### src/rtl/sr_latch.sv
// Clocked SR latch with registered outputs, invalid (s=r=1) detection, sticky error and saturating entry counter.
// Optional input synchronizer: define SR_LATCH_INPUT_SYNC_EN (adds 2 cycles of input-to-output latency).
module sr_latch #(
  parameter int unsigned CNT_W = 8
) (
  input  logic             clk,
  input  logic             rst_n,
  input  logic             s,
  input  logic             r,
  input  logic             err_clr,
  output logic             q,
  output logic             q_not,
  output logic             invalid,
  output logic             err_sticky,
  output logic [CNT_W-1:0] invalid_cnt
);

  logic s_use;
  logic r_use;
  logic clr_use;

`ifdef SR_LATCH_INPUT_SYNC_EN
  logic [1:0] s_sync;
  logic [1:0] r_sync;
  logic [1:0] clr_sync;

  always_ff @(posedge clk or negedge rst_n) begin
    if (!rst_n) begin
      s_sync   <= '0;
      r_sync   <= '0;
      clr_sync <= '0;
    end else begin
      s_sync   <= {s_sync[0], s};
      r_sync   <= {r_sync[0], r};
      clr_sync <= {clr_sync[0], err_clr};
    end
  end

  assign s_use   = s_sync[1];
  assign r_use   = r_sync[1];
  assign clr_use = clr_sync[1];
`else
  assign s_use   = s;
  assign r_use   = r;
  assign clr_use = err_clr;
`endif

  logic             state;
  logic             both;
  logic             entry;
  logic             cnt_full;

  assign both     = s_use & r_use;
  // The registered invalid flag doubles as "previous sample was 1/1".
  assign entry    = both & ~invalid;
  assign cnt_full = &invalid_cnt;

  always_ff @(posedge clk or negedge rst_n) begin
    if (!rst_n) begin
      state   <= 1'b0;
      q       <= 1'b0;
      q_not   <= 1'b1;
      invalid <= 1'b0;
    end else begin
      unique case ({s_use, r_use})
        2'b10: begin
          state   <= 1'b1;
          q       <= 1'b1;
          q_not   <= 1'b0;
          invalid <= 1'b0;
        end
        2'b01: begin
          state   <= 1'b0;
          q       <= 1'b0;
          q_not   <= 1'b1;
          invalid <= 1'b0;
        end
        2'b11: begin
          q       <= 1'b0;
          q_not   <= 1'b0;
          invalid <= 1'b1;
        end
        default: begin
          q       <= state;
          q_not   <= ~state;
          invalid <= 1'b0;
        end
      endcase
    end
  end

  // A clear coinciding with an entry counts that entry after clearing.
  always_ff @(posedge clk or negedge rst_n) begin
    if (!rst_n) begin
      err_sticky  <= 1'b0;
      invalid_cnt <= '0;
    end else if (clr_use) begin
      err_sticky  <= both;
      invalid_cnt <= entry ? CNT_W'(1) : '0;
    end else begin
      err_sticky  <= err_sticky | both;
      if (entry && !cnt_full)
        invalid_cnt <= invalid_cnt + CNT_W'(1);
    end
  end

endmodule

### config.mk
export PLATFORM = sky130hd
export DESIGN_NAME = sr_latch
export DESIGN_NICKNAME = d
export VERILOG_FILES = /design/src/rtl/sr_latch.sv
export SDC_FILE = /design/constraint.sdc
export NUM_CORES = 1
export LEC_CHECK = 0
export CORE_ASPECT_RATIO = 1.25
export CORE_MARGIN = 5
export CORE_UTILIZATION = 35
export DETAILED_ROUTE_END_ITERATION = 12
export MAX_ROUTING_LAYER = met4
export SYNTH_ARGS = -nofsm -noshare
export SYNTH_HDL_FRONTEND = slang
export SYNTH_SLANG_ARGS = --single-unit
### constraint.sdc
create_clock -name clk -period 2.2 [get_ports clk]
set_input_delay 0.55 -clock clk [delete_from_list [all_inputs] [get_ports clk]]
set_output_delay 0.55 -clock clk [all_outputs]
set_load 0.02 [all_outputs]
==> results.toml <==
[cts]
cts.clk_slew.worst_paths_ns = 0.08
cts_root_buf = "clkbuf_4"
cts_setup_buffers = 0
cts_resized = 0
cts_tree = "built"
worst_skew_pair.late_latency_ns = 0.28
clockBufferDepth = 2
cts-buffers-inserted = 3
cts.sinks = 13
cts_max_level = 1
hold_buffers = 0

[power_and_ir_drop]
clockPowerShare_pct = 30.4
p_per_area_nw_per_um2 = 536.2
p_int_mw = 0.3612
swShare_pct = 25.74
power_frac_comb_pct = 16.0
p_sw_mw = 0.1252
seqPwrFrac_pct = 53.5
leakage_nw = 0.4205
ir_drop_v = 0.0004201

[sta]
hold_violations = 0
fmax_mhz = 503.4
tightest_slew_ns = 0.5760
final.period_utilization_pct = 90.29
slew_violations = 0
fin_skew_ns = 0.004730
relSlewSlack_pct = 61.48
setup_viol = 0
period_minus_slack_ns = 1.986
rsz0062_at_grt = "no"
tns_ns = 0

[final_layout]
finalNetCount = 91
utilization_pct = 47.39
n_fill_cell = 182
antennaDiodeCount = 0
multiInputGateArea_um2 = 339.1
area.sequential_um2 = 326.6
area_growth_pct = 32.54
drive_gt1_share_pct = 16.25

[synthesis]
yosys.area.top_type = "dfrtp_1"
synth_common_cells = "dfrtp_1 (12), nor2_1 (7), ha_1 (5), xor2_1 (5)"
yosysMostFrequentCell = "dfrtp_1"
synth_top_area_share_pct = 43.88
syn_nets = 69
netlist_area_um2 = 684.4
yosys_warnings = 0
synthCells = 59
async_flop_share_pct = 100.0
synth_flop_cell = "dfrtp_1"
ys_ff_latch = 13
synth_area_per_cell_um2 = 11.60
ys_seq_area_share_pct = 47.71
synth_edf_count = 0
synth_area_leaders = "dfrtp_1 (44%), ha_1 (9.1%), xor2_1 (6.4%)"
ys_types = 25

[detailed_routing]
viasPerCell = 5.180
drc = 0
wl_per_cell_um = 13.43
dr.pass1.iters = 2
ant_nets = 0
wl_um = 1343
drtIter0Drc = 6
vias = 518

[hold_path]
holdPathEnd = "q_not$_DFF_PN1_"
min_from = "state$_DFFE_PN0P_"
holdPathStages = 1
hold_path_class = "flop to flop"

[global_routing]
grt_pass1_vias = 517
grt_pass1_wl_um = 2208
overflow = 0
antenna_found_initial = 0
gr-usage-all-layers_pct = 10.31
grt_max_degree = 14

[critical_path]
crit_buf_inv = 1
cp_data_required_time_ns = 1.65
ff2ff_setup_slack_ns = 0.62
path_max_fanout = 6
slowest_delay_ns = 0.66
r2r_cells = 6
worstSetupStartpointType = "flop"
slowest_stage = "clkdlybuf4s50_1"
worstPathArrival_ns = 1.44
path_cells = "clkdlybuf4s50_1"
path_delay_family = "buffers and inverters"
crit_path_end_kind = "primary output"
critPathKind = "flop to primary output"
startpoint = "invalid_cnt[3]$_DFFE_PN0P_"
reg2reg_to = "invalid_cnt[1]$_DFFE_PN0P_"
reg2reg_from = "invalid_cnt[0]$_DFFE_PN0P_"

[floorplanning]
die_w_um = 49.55
start_util_pct = 35.75
die_area_um2 = 2945
rows = 18
ios = 17
die_h_um = 59.44
core_um2 = 1914

[place]
port_buffers = 16
dp_hpwl_um = 1056
gp_congestion = 0.7470

[job]
max_cap_violations = 0

[run_status]
status = "finished, final reports clean"
## sequential cells by signal, indices dropped and copies added (netlist names)
signal	count
err_sticky	1
q_not	1
q	1
invalid	1
invalid_cnt	8
state	1
## cell families (layout without fill, tap and decap cells)
logic type	count (synthesis)	count (layout)	synth area share (%)
compound gates	10	10	11.52
xor+xnor	5	5	6.398
fa+ha+maj	5	5	9.141
buf+inv	5	26	2.741
flops	13	13	47.72
mux	3	3	4.570
simple gates	18	18	17.92
## metrics by stage
step | setup WS [ns] | hold WS, ns | cell area [um2] | std cells | power, mW
6_report | 0.2137 | 0.4402 | 907.1 | 100 | 0.4864
5_1_grt | 0.1625 | 0.4761 | 907.1 | 100 | 0.5133
4_1_cts | 0.2019 | 0.4442 | 907.1 | 100 | 0.4928
3_5_place_dp | 0.05507 | 0.4323 | 880.8 | 96 | 0.3450
3_3_place_gp | 0.07864 | 0.4210 | 880.8 | 96 | 0.3434
2_1_floorplan | 0.6335 | 0.2544 | 684.4 | 59 | 0.3029
## worst max path at each step
stage / to / slack [ns] / cells past startpoint
2_1_floorplan: invalid_cnt[5]$_DFFE_PN0P_ / 0.63 / 5
3_3_place_gp: invalid_cnt[5]$_DFFE_PN0P_ / 0.08 / 6
3_5_place_dp: invalid_cnt[5]$_DFFE_PN0P_ / 0.06 / 6
4_1_cts: invalid_cnt[3] / 0.20 / 1
5_1_grt: invalid_cnt[3] / 0.16 / 1
6_report: invalid_cnt[3] / 0.21 / 1
## power groups by stage
| stage | combinational, mW | sequential (mW) | clock [mW] |
|---|---|---|---|
| after global placement | 0.0788 | 0.265 | 0 |
| final | 0.0781 | 0.260 | 0.148 |
| after detailed placement | 0.0800 | 0.265 | 0 |
| after floorplan | 0.0266 | 0.276 | 0 |
| after CTS | 0.0802 | 0.260 | 0.152 |
| after global routing | 0.0867 | 0.262 | 0.164 |
## routing by layer
metal	wire [um]	global-route usage (%)
met2	686	17.64
met4	29	6.742
met1	546	10.19
met3	81	2.771
met5	0	-
## cell type report
class,count,share of cell area (%)
multi-input cells,41,37.38
flip-flops and latches,13,36.00
well taps,20,2.759
clock buffers,4,2.897
inverters,4,1.655
repair buffers,18,19.31
## cell usage in the layout (no fill, tap or decap), types with 2 or more instances in the layout
cell	instances
a21oi_1	2
buf_4	2
clkbuf_4	3
clkdlybuf4s50_1	16
dfrtp_1	12
ha_1	5
inv_1	4
mux2i_1	2
nand3_1	2
nor2_1	7
o211ai_1	4
xor2_1	5
No activity file was read; power rests on OpenSTA's default activity.
